`config.mk`:
```
export PLATFORM = sky130hd
export DESIGN_NAME = rr_reg_arbiter_flat
export DESIGN_NICKNAME = d
export VERILOG_FILES = /design/src/rtl/rr_arb_pkg.sv /design/src/rtl/rr_reg_arbiter_if.sv /design/src/rtl/rr_reg_arbiter_shared_reg.sv /design/src/rtl/rr_reg_arbiter.sv /design/src/flat_wrapper.sv
export SDC_FILE = /design/constraint.sdc
export NUM_CORES = 1
export LEC_CHECK = 0
export ABC_AREA = 1
export BUFFER_PORTS_ARGS = -buffer_cell sky130_fd_sc_hd__buf_2
export CAP_MARGIN = 20
export CORE_ASPECT_RATIO = 0.75
export CORE_MARGIN = 5
export CORE_UTILIZATION = 44
export DETAILED_ROUTE_END_ITERATION = 12
export GPL_TIMING_DRIVEN = 0
export PLACE_DENSITY = 0.87
export SLEW_MARGIN = 0
export SYNTH_ARGS = -nofsm -noshare
export SYNTH_HDL_FRONTEND = slang
export SYNTH_HIERARCHICAL = 1
export SYNTH_SLANG_ARGS = --single-unit
```
`constraint.sdc`:
```
create_clock -name CK -period 1.8 [get_ports CK]
set_input_delay 0.36 -clock CK [delete_from_list [all_inputs] [get_ports CK]]
set_output_delay 0.36 -clock CK [all_outputs]
set_load 0.02 [all_outputs]
```
`src/rtl/rr_arb_pkg.sv`:
```
// rtl/rr_arb_pkg.sv - shared types, widths and reset constant for rr_reg_arbiter
package rr_arb_pkg;

  typedef enum logic {
    IDLE = 1'b0,
    OWN  = 1'b1
  } arb_state_t;

  // Value the shared register takes on reset; sliced to W bits by users
  localparam logic [63:0] Q_RST_VAL = 64'h0;

  // Width of an index that can name any of n requesters (at least 1 bit)
  function automatic int owner_w(input int n);
    return (n < 2) ? 1 : $clog2(n);
  endfunction

endpackage

```
`src/rtl/rr_reg_arbiter_if.sv`:
```
// rtl/rr_reg_arbiter_if.sv - requester-side bus of the shared register arbiter
interface rr_reg_arbiter_if #(
  parameter int N = 4,
  parameter int W = 8
);
  import rr_arb_pkg::*;

  localparam int OW = owner_w(N);

  logic [N-1:0]   REQ;
  logic [N-1:0]   WE;
  logic [N*W-1:0] D;
  logic [N-1:0]   GNT;
  logic [W-1:0]   Q;
  logic           BUSY;
  logic [OW-1:0]  OWNER;

  modport master (
    output REQ, WE, D,
    input  GNT, Q, BUSY, OWNER
  );

  modport slave (
    input  REQ, WE, D,
    output GNT, Q, BUSY, OWNER
  );

endinterface

```
`src/rtl/rr_reg_arbiter_shared_reg.sv`:
```
// rtl/rr_reg_arbiter_shared_reg.sv - W-bit storage register with sync active-low reset and enable
module shared_reg #(
  parameter int             W       = 8,
  parameter logic [W-1:0]   RST_VAL = '0
) (
  input  logic         CK,
  input  logic         RST_N,
  input  logic         i_en,
  input  logic [W-1:0] i_d,
  output logic [W-1:0] o_q
);

  logic [W-1:0] r_q;

  // Reset wins over a pending write; otherwise load only when enabled
  always_ff @(posedge CK) begin
    if (!RST_N) begin
      r_q <= RST_VAL;
    end else if (i_en) begin
      r_q <= i_d;
    end
  end

  assign o_q = r_q;

endmodule

```
`src/rtl/rr_reg_arbiter.sv`:
```
// rtl/rr_reg_arbiter.sv - round-robin arbiter owning one shared register; ARB_TIMEOUT_EN adds forced release
module rr_reg_arbiter
  import rr_arb_pkg::*;
#(
  parameter int N        = 4,
  parameter int W        = 8,
  parameter int MAX_HOLD = 4
) (
  input  logic             CK,
  input  logic             RST_N,
  rr_reg_arbiter_if.slave  bus
);

  localparam int OW = owner_w(N);

  arb_state_t      r_state;
  arb_state_t      w_state_nxt;
  logic [N-1:0]    r_gnt;
  logic [N-1:0]    w_gnt_nxt;
  logic [OW-1:0]   r_owner;
  logic [OW-1:0]   w_owner_nxt;
  logic [OW-1:0]   r_ptr;
  logic [OW-1:0]   w_ptr_nxt;
  logic            r_busy;
  logic            w_busy_nxt;

  logic            w_found;
  logic [OW-1:0]   w_sel;
  logic [OW-1:0]   w_idx;
  logic [OW-1:0]   w_ptr_after_owner;
  logic            w_req_own;
  logic            w_we_own;
  logic [W-1:0]    w_wdata;
  logic            w_wr_en;
  logic [W-1:0]    w_q;

`ifdef ARB_TIMEOUT_EN
  localparam int HW = (MAX_HOLD < 2) ? 1 : $clog2(MAX_HOLD);
  logic [HW-1:0]   r_hold;
  logic [HW-1:0]   w_hold_nxt;
  logic            w_hold_expired;
  assign w_hold_expired = (r_hold == HW'(MAX_HOLD - 1));
`else
  logic            w_unused_max_hold;
  assign w_unused_max_hold = (MAX_HOLD > 0);
`endif

  // Pick the first requester at or after the pointer, wrapping past N-1
  always_comb begin
    w_found = 1'b0;
    w_sel   = '0;
    w_idx   = '0;
    for (int k = 0; k < N; k++) begin
      w_idx = OW'((int'(r_ptr) + k) % N);
      if (!w_found && bus.REQ[w_idx]) begin
        w_found = 1'b1;
        w_sel   = w_idx;
      end
    end
  end

  // Owner's request, write enable and data; non-owner lanes never reach the register
  always_comb begin
    w_req_own = bus.REQ[r_owner];
    w_we_own  = bus.WE[r_owner];
    w_wdata   = '0;
    for (int i = 0; i < N; i++) begin
      if (r_owner == OW'(i)) begin
        w_wdata = bus.D[i*W +: W];
      end
    end
  end

  assign w_ptr_after_owner = (r_owner == OW'(N - 1)) ? '0 : r_owner + 1'b1;

  // Next-state, grant and write-enable decode for the IDLE/OWN sequencer
  always_comb begin
    w_state_nxt = r_state;
    w_gnt_nxt   = r_gnt;
    w_owner_nxt = r_owner;
    w_ptr_nxt   = r_ptr;
    w_busy_nxt  = r_busy;
    w_wr_en     = 1'b0;
`ifdef ARB_TIMEOUT_EN
    w_hold_nxt  = r_hold;
`endif
    case (r_state)
      IDLE: begin
        w_gnt_nxt  = '0;
        w_busy_nxt = 1'b0;
        if (w_found) begin
          w_gnt_nxt[w_sel] = 1'b1;
          w_owner_nxt      = w_sel;
          w_busy_nxt       = 1'b1;
          w_state_nxt      = OWN;
`ifdef ARB_TIMEOUT_EN
          w_hold_nxt       = '0;
`endif
        end
      end
      OWN: begin
        if (w_req_own) begin
          // Write lands even on the cycle a forced release fires
          w_wr_en = w_we_own;
`ifdef ARB_TIMEOUT_EN
          if (w_hold_expired) begin
            w_gnt_nxt   = '0;
            w_busy_nxt  = 1'b0;
            w_ptr_nxt   = w_ptr_after_owner;
            w_state_nxt = IDLE;
          end else begin
            w_hold_nxt  = r_hold + 1'b1;
          end
`endif
        end else begin
          // Voluntary release: any write asserted in this cycle is dropped
          w_gnt_nxt   = '0;
          w_busy_nxt  = 1'b0;
          w_ptr_nxt   = w_ptr_after_owner;
          w_state_nxt = IDLE;
        end
      end
      default: begin
        w_state_nxt = IDLE;
        w_gnt_nxt   = '0;
        w_busy_nxt  = 1'b0;
      end
    endcase
  end

  // Arbiter state register; reset clears grant, owner and pointer
  always_ff @(posedge CK) begin
    if (!RST_N) begin
      r_state <= IDLE;
      r_gnt   <= '0;
      r_owner <= '0;
      r_ptr   <= '0;
      r_busy  <= 1'b0;
`ifdef ARB_TIMEOUT_EN
      r_hold  <= '0;
`endif
    end else begin
      r_state <= w_state_nxt;
      r_gnt   <= w_gnt_nxt;
      r_owner <= w_owner_nxt;
      r_ptr   <= w_ptr_nxt;
      r_busy  <= w_busy_nxt;
`ifdef ARB_TIMEOUT_EN
      r_hold  <= w_hold_nxt;
`endif
    end
  end

  shared_reg #(
    .W       (W),
    .RST_VAL (W'(Q_RST_VAL))
  ) u_shared_reg (
    .CK    (CK),
    .RST_N (RST_N),
    .i_en  (w_wr_en),
    .i_d   (w_wdata),
    .o_q   (w_q)
  );

  assign bus.GNT   = r_gnt;
  assign bus.Q     = w_q;
  assign bus.BUSY  = r_busy;
  assign bus.OWNER = r_owner;

endmodule

```
`src/flat_wrapper.sv`:
```
// flat-port wrapper written by rule: the top's interface ports become plain ports
module rr_reg_arbiter_flat import rr_arb_pkg::*;
#(
  parameter int N        = 4,
  parameter int W        = 8,
  parameter int MAX_HOLD = 4
)
  (CK, RST_N, bus_REQ, bus_WE, bus_D, bus_GNT, bus_Q, bus_BUSY, bus_OWNER);
  rr_reg_arbiter_if #(.N(N), .W(W)) bus_i ();
  input  logic CK;
  input  logic RST_N;
  input wire logic [$bits(bus_i.REQ)-1:0] bus_REQ;
  input wire logic [$bits(bus_i.WE)-1:0] bus_WE;
  input wire logic [$bits(bus_i.D)-1:0] bus_D;
  output wire logic [$bits(bus_i.GNT)-1:0] bus_GNT;
  output wire logic [$bits(bus_i.Q)-1:0] bus_Q;
  output wire logic [$bits(bus_i.BUSY)-1:0] bus_BUSY;
  output wire logic [$bits(bus_i.OWNER)-1:0] bus_OWNER;
  assign bus_i.REQ = bus_REQ;
  assign bus_i.WE = bus_WE;
  assign bus_i.D = bus_D;
  assign bus_GNT = bus_i.GNT;
  assign bus_Q = bus_i.Q;
  assign bus_BUSY = bus_i.BUSY;
  assign bus_OWNER = bus_i.OWNER;
  rr_reg_arbiter #(.N(N), .W(W), .MAX_HOLD(MAX_HOLD)) u_core (.CK(CK), .RST_N(RST_N), .bus(bus_i));
endmodule
```
==> run metrics, run 1 <==
Sw Pwr 1.49 mW; Syn Nets 289; Syn. warnings 6; crit end category flip-flop; clock sinks 18; ANT nets after route 0; WS Path Type reg2reg; grt ovf 0; sequential element share of the synthesized area 0.254; Largest delay share family, worst path simple AND/OR/NAND/NOR gates; PD cells 1600 nW/µm²; top post-synthesis cells by area dfxtp_1, nand2_1, nor2_1; CTS tree yes; Detailed Place HPWL 3.13 mm; Core Region 3020 µm²; Routed Wire Length 3.91 mm; drt drc 0; Total Power 2.94 mW; share of cells above drive strength 1 0.325; Final Max Slew Viols 0; n_diodes 0; Hold Vio Cnt, Final 0; crit path max fanout 11; hold_buf cts 0; relative slew slack 0.768; hold slack 0.404 ns; Static Leak 0.997 nW; standard-cell row count 17; VDD IR max 0.894 mV; Reg clk slew, reported paths 0.07 ns; Final Instance Count excl. Fillers 340; syn avg cell area 5.84 µm²; Mapped Cells 243; WL met1 1.85 mm; area of the mapped netlist 1420 µm²; max_cap viols 0; Fillers 289; Worst EP required 1.96 ns; Internal Power 1.44 mW; metal3 WL 357 µm; DR WL/cell 11.5 µm; Switching Share 0.508; slowest library cell on the worst path dfxtp_4; highest metal used met4; worst setup margin 0.181 ns; worst clock skew 0.00211 ns; Worst Hold Class in2reg; Gate power share 0.666; placed instance area 1750 µm²; Yosys reg bits 18; Area growth, synth to finish 29.1%; first-pass GRT wire length 6.46 mm; drt first pass iters 4; fin nets 349; pre-CTS WS -0.194 ns; Buf/Inv on CP 3; root buffer cell clkbuf_8; H-tree depth 1; CP dominant cell by count nand2_1; Max Freq 618 MHz; worst slew pin tran 0.348 ns; status finished, final reports clean; initial antenna violation count 0; post-route clock period utilization 0.900; post-route cell area 1830 µm²; critical path data arrival time 1.78 ns; setup tns final 0 ns; dpl cells 337; Vias 1654; Initial Util 0.470; port bufs 56; RSZ-0062 raised after global routing false; num ports 57; number of cells on the worst hold path 3; routability cong. 0.893; Seq pwr share 0.221; clk buf depth 2; Yosys top cell area share 0.254; Num CTS Buffers 3; r2r worst-path depth 10; Synth cell types 24; DIE AREA 4470 µm²; final setup violation count 0; Levels on crit path 10; area leader, netlist dfxtp_1; die height 59.2 µm; vias in the first global route 1519; largest net degree at the start of global routing 12; routed wl met2 1.67 mm; startpoint types flip-flop; crit path time final 1.62 ns; Final Core Density 0.606; via density per instance 4.86; Clk pwr share 0.113; GRT Total Usage 0.182; Die Wd 75.6 µm; worst-skew pair later-pin latency 0.25 ns; DRT iter0 DRCs 74; Worst path max stage delay 0.38 ns; critical-path cell list o21ai_0, nand2_1, nor2_4, inv_2, a21oi_2, buf_6, buf_8, nand2_2, nand2_1, nor2_1
## registers in the layout, indices dropped and copies added, names as in the netlist
signal	flops
u_core/r_state	1
u_core/bus.BUSY	1
u_core/bus.OWNER	2
u_core/bus.GNT	4
u_core/u_shared_reg/o_q	8
u_core/r_ptr	2
## power groups by stage
stage	logic (mW)	clock network (mW)	registers, mW
finish	1.96	0.331	0.648
global route	2.21	0.360	0.671
CTS	1.90	0.337	0.644
detailed placement	1.87	0	0.650
global placement	1.82	0	0.647
floorplan	1.32	0	0.764
## cell usage in the layout (no fill, tap or decap), drive strengths merged, types with 4 or more instances in the layout
cell type / Yosys / final
nand2: 95 / 95
buf: 5 / 62
nor2: 41 / 41
inv: 26 / 26
a21oi: 25 / 25
dfxtp: 18 / 18
nand3: 13 / 13
o21ai: 9 / 9
clkbuf: 2 / 4
ha: 4 / 4
## cell families (layout without fill, tap and decap cells)
kind of cell,Yosys count,in the layout,share of synthesized area
adder cells (fa/ha/maj),4,4,0.0353
buffers and inverters,33,92,0.114
multiplexers,1,1,0.00705
flip-flops,18,18,0.254
AO/OA/AOI/OAI,38,38,0.147
AND/OR/NAND/NOR,149,149,0.443
## path summary, 6_finish.rpt
kind	slack [ns]	startpoint	end
max reg2reg	0.18	u_core/bus.OWNER[0]	u_core/u_shared_reg/o_q[6]
min	0.40	RST_N	u_core/bus.OWNER[1]
min reg2reg	0.47	u_core/u_shared_reg/o_q[3]	u_core/u_shared_reg/o_q[3]
max	0.18	u_core/bus.OWNER[0]	u_core/u_shared_reg/o_q[6]
## routing by layer
layer	GRT usage	vias to the layer above
met5	0	-
met1	0.246	717
met4	0.0374	0
met2	0.287	54
met3	0.0525	4
li1	-	879
## cell usage after synthesis, drive strengths merged
cell type / count
nand2: 95
nor2: 41
inv: 26
a21oi: 25
dfxtp: 18
nand3: 13
o21ai: 9
buf: 5
ha: 4
clkbuf: 2
a211oi: 1
a221oi: 1
mux2i: 1
o21a: 1
o31ai: 1
## timing repair
action                     4_1_cts  5_1_grt
setup endpoints to repair        8        8
setup buffers                    0        2
resized for setup                3        6
pin swaps                        0        2
gates cloned                     0        0
## cell type report
cell class	count	area (µm²)	share of cell area
multi-input combinational	192	918	0.501
tap	38	47.5	0.0260
buffer	4	52.6	0.0287
timing repair buffer	58	295	0.161
sequential	18	365	0.199
inverter	26	97.6	0.0533
clock buffer	4	55.1	0.0301
## tightest hold or removal path: stages
cell and delay (ns):
buf_2 0.14, o21ai_1 0.08, a21oi_1 0.04
Power figures use the tool's default switching activity.
==> run 2: changes to the inputs <==
Settings changed: ABC_AREA 1 to unset, CORE_UTILIZATION 44 to 40, PLACE_DENSITY 0.87 to 0.85.
==> run 2 against run 1 <==
Non-clock buffer count unchanged. Register-to-register slack worse by 0.09 ns. Synthesized cell count down 49%. Via count down 33%. Combinational power down 84%. First-iteration DRC count up 100%. Clock power down 19%. Total power down 65%. Critical endpoint unchanged. Highest routed layer unchanged.
==> run metrics, run 2 <==
Internal Power 0.721 mW; n_diodes 0; die height 55.9 µm; Seq pwr share 0.438; commonest non-fill, non-tap cell in the layout buf_2; Post-synth EDFFs 0; Hold Vio Cnt, Final 0; GRT Total Usage 0.147; clock sinks 18; crit path time final 1.71 ns; Yosys top cell area share 0.321; area leader, netlist dfxtp_1; Detailed Place HPWL 2.43 mm; commonest cells in the netlist dfxtp_1, nor2b_1, nand2_1, mux2i_1; Total Power 1.02 mW; Switching Share 0.294; Sw Pwr 0.300 mW; Mapped Cells 123; drt first pass iters 4; Core Region 2640 µm²; Area growth, synth to finish 33.4%; DR WL/cell 13.7 µm; DRT iter0 DRCs 150; Reg clk slew, reported paths 0.06 ns; CTS tree yes; Gate power share 0.298; via density per instance 5.11; WS Path Type reg2reg; crit end category flip-flop; RSZ-0062 raised after global routing false; post-route clock period utilization 0.948; most common cell in the synthesized netlist dfxtp_1; Initial Util 0.425; Yosys reg bits 18; final setup violation count 0; ANT nets after route 0; vias in the first global route 986; Synth cell types 35; worst-skew pair later-pin latency 0.25 ns; grt ovf 0; H-tree depth 1; initial antenna violation count 0; Max Freq 586 MHz; max_cap viols 0; Final Max Slew Viols 0; routability cong. 0.823; PD cells 682 nW/µm²; Routed Wire Length 2.97 mm; Worst Hold Class in2reg; Final Instance Count excl. Fillers 216; hold slack 0.422 ns; worst clock skew 0.00608 ns; Static Leak 0.645 nW; Syn. warnings 6; r2r worst-path depth 5; pre-CTS WS -0.232 ns; fraction of registers with async set/reset 0; Fillers 240; relative slew slack 0.729; Vias 1104; top post-synthesis cells by area dfxtp_1, nor2b_1, mux2i_1; Clk pwr share 0.264; status finished, final reports clean; setup tns final 0 ns; crit path max fanout 8; first-pass GRT wire length 4.72 mm; worst slew pin tran 0.403 ns; standard-cell row count 16; Die Wd 71.2 µm; num ports 57; port bufs 56; root buffer cell clkbuf_8; syn avg cell area 9.12 µm²; area of the mapped netlist 1120 µm²; Num CTS Buffers 3; VDD IR max 0.353 mV; dpl cells 215; clk buf depth 2; max reg flops 8; Worst EP required 1.94 ns; drt drc 0; largest net degree at the start of global routing 17; Syn Nets 169; DIE AREA 3980 µm²; Setup Buffers After CTS 0; critical path data arrival time 1.85 ns; fin nets 228; hold_buf cts 0; number of cells on the worst hold path 2; Top FF cell, synth dfxtp_1; commonest non-fill, non-tap cells in the layout buf_2, dfxtp_1, nor2b_1; share of cells above drive strength 1 0.406; sequential element share of the synthesized area 0.321; worst setup margin 0.0927 ns; startpoint types flip-flop
## run 2: cell type report
type | instances | area [µm²] | share of cell area
sequential | 18 | 363 | 0.242
multi-input combinational | 94 | 718 | 0.480
buffer | 6 | 38.8 | 0.0259
timing repair buffer | 56 | 280 | 0.187
tap | 36 | 45.0 | 0.0301
clock buffer | 3 | 41.3 | 0.0276
inverter | 3 | 11.3 | 0.00752
## run 2: kinds of logic (layout without fill, tap and decap cells)
kind of cell / count (synthesis) / count (layout) / synth area share
AO/OA/AOI/OAI: 35 / 35 / 0.233
adder cells (fa/ha/maj): 4 / 4 / 0.0446
buffers and inverters: 11 / 68 / 0.0502
flip-flops: 18 / 18 / 0.321
multiplexers: 11 / 11 / 0.124
AND/OR/NAND/NOR: 44 / 44 / 0.227
## run 2: path summary, 6_finish.rpt
| check | start | end | slack [ns] |
|---|---|---|---|
| max reg2reg | u_core/bus.OWNER[0] | u_core/u_shared_reg/o_q[6] | 0.09 |
| min | RST_N | u_core/u_shared_reg/o_q[6] | 0.42 |
| max | u_core/bus.OWNER[0] | u_core/u_shared_reg/o_q[6] | 0.09 |
| min reg2reg | u_core/bus.BUSY | u_core/bus.BUSY | 0.45 |
## run 2: power by group through the flow
stage	clock, mW	combinational (mW)	sequential [mW]
6_report	0.269	0.305	0.448
5_1_grt	0.297	0.331	0.451
4_1_cts	0.277	0.302	0.447
3_5_place_dp	0	0.298	0.455
3_3_place_gp	0	0.295	0.454
2_1_floorplan	0	0.167	0.476
## run 2: metrics by stage
| step | util | instance area, µm² |
|---|---|---|
| detailed placement | 0.549 | 1450 |
| finish | 0.567 | 1500 |
| floorplan | - | 1120 |
| global route | 0.567 | 1500 |
| global placement | 0.549 | 1450 |
| CTS | 0.565 | 1490 |
## run 2: repair_timing
action | in CTS | in global routing
endpoints found under the setup margin | 8 | 8
cloned | 0 | 0
endpoints found under the hold margin | 0 | 0
gates resized for setup | 4 | 3
## run 2: per-layer routing
layer	track usage	wire length, µm	up-vias
li1	-	-	571
met1	0.222	1400	499
met2	0.205	1370	32
met3	0.0199	168	2
met4	0.0563	28	0
met5	0	0	-
## run 2: worst max-delay path, stage by stage, from the launching register on
cell and delay, ns:
dfxtp_2 0.43, mux4_2 0.58, and3_2 0.23, buf_6 0.14
mux2i_1 0.16, nor2b_1 0.06
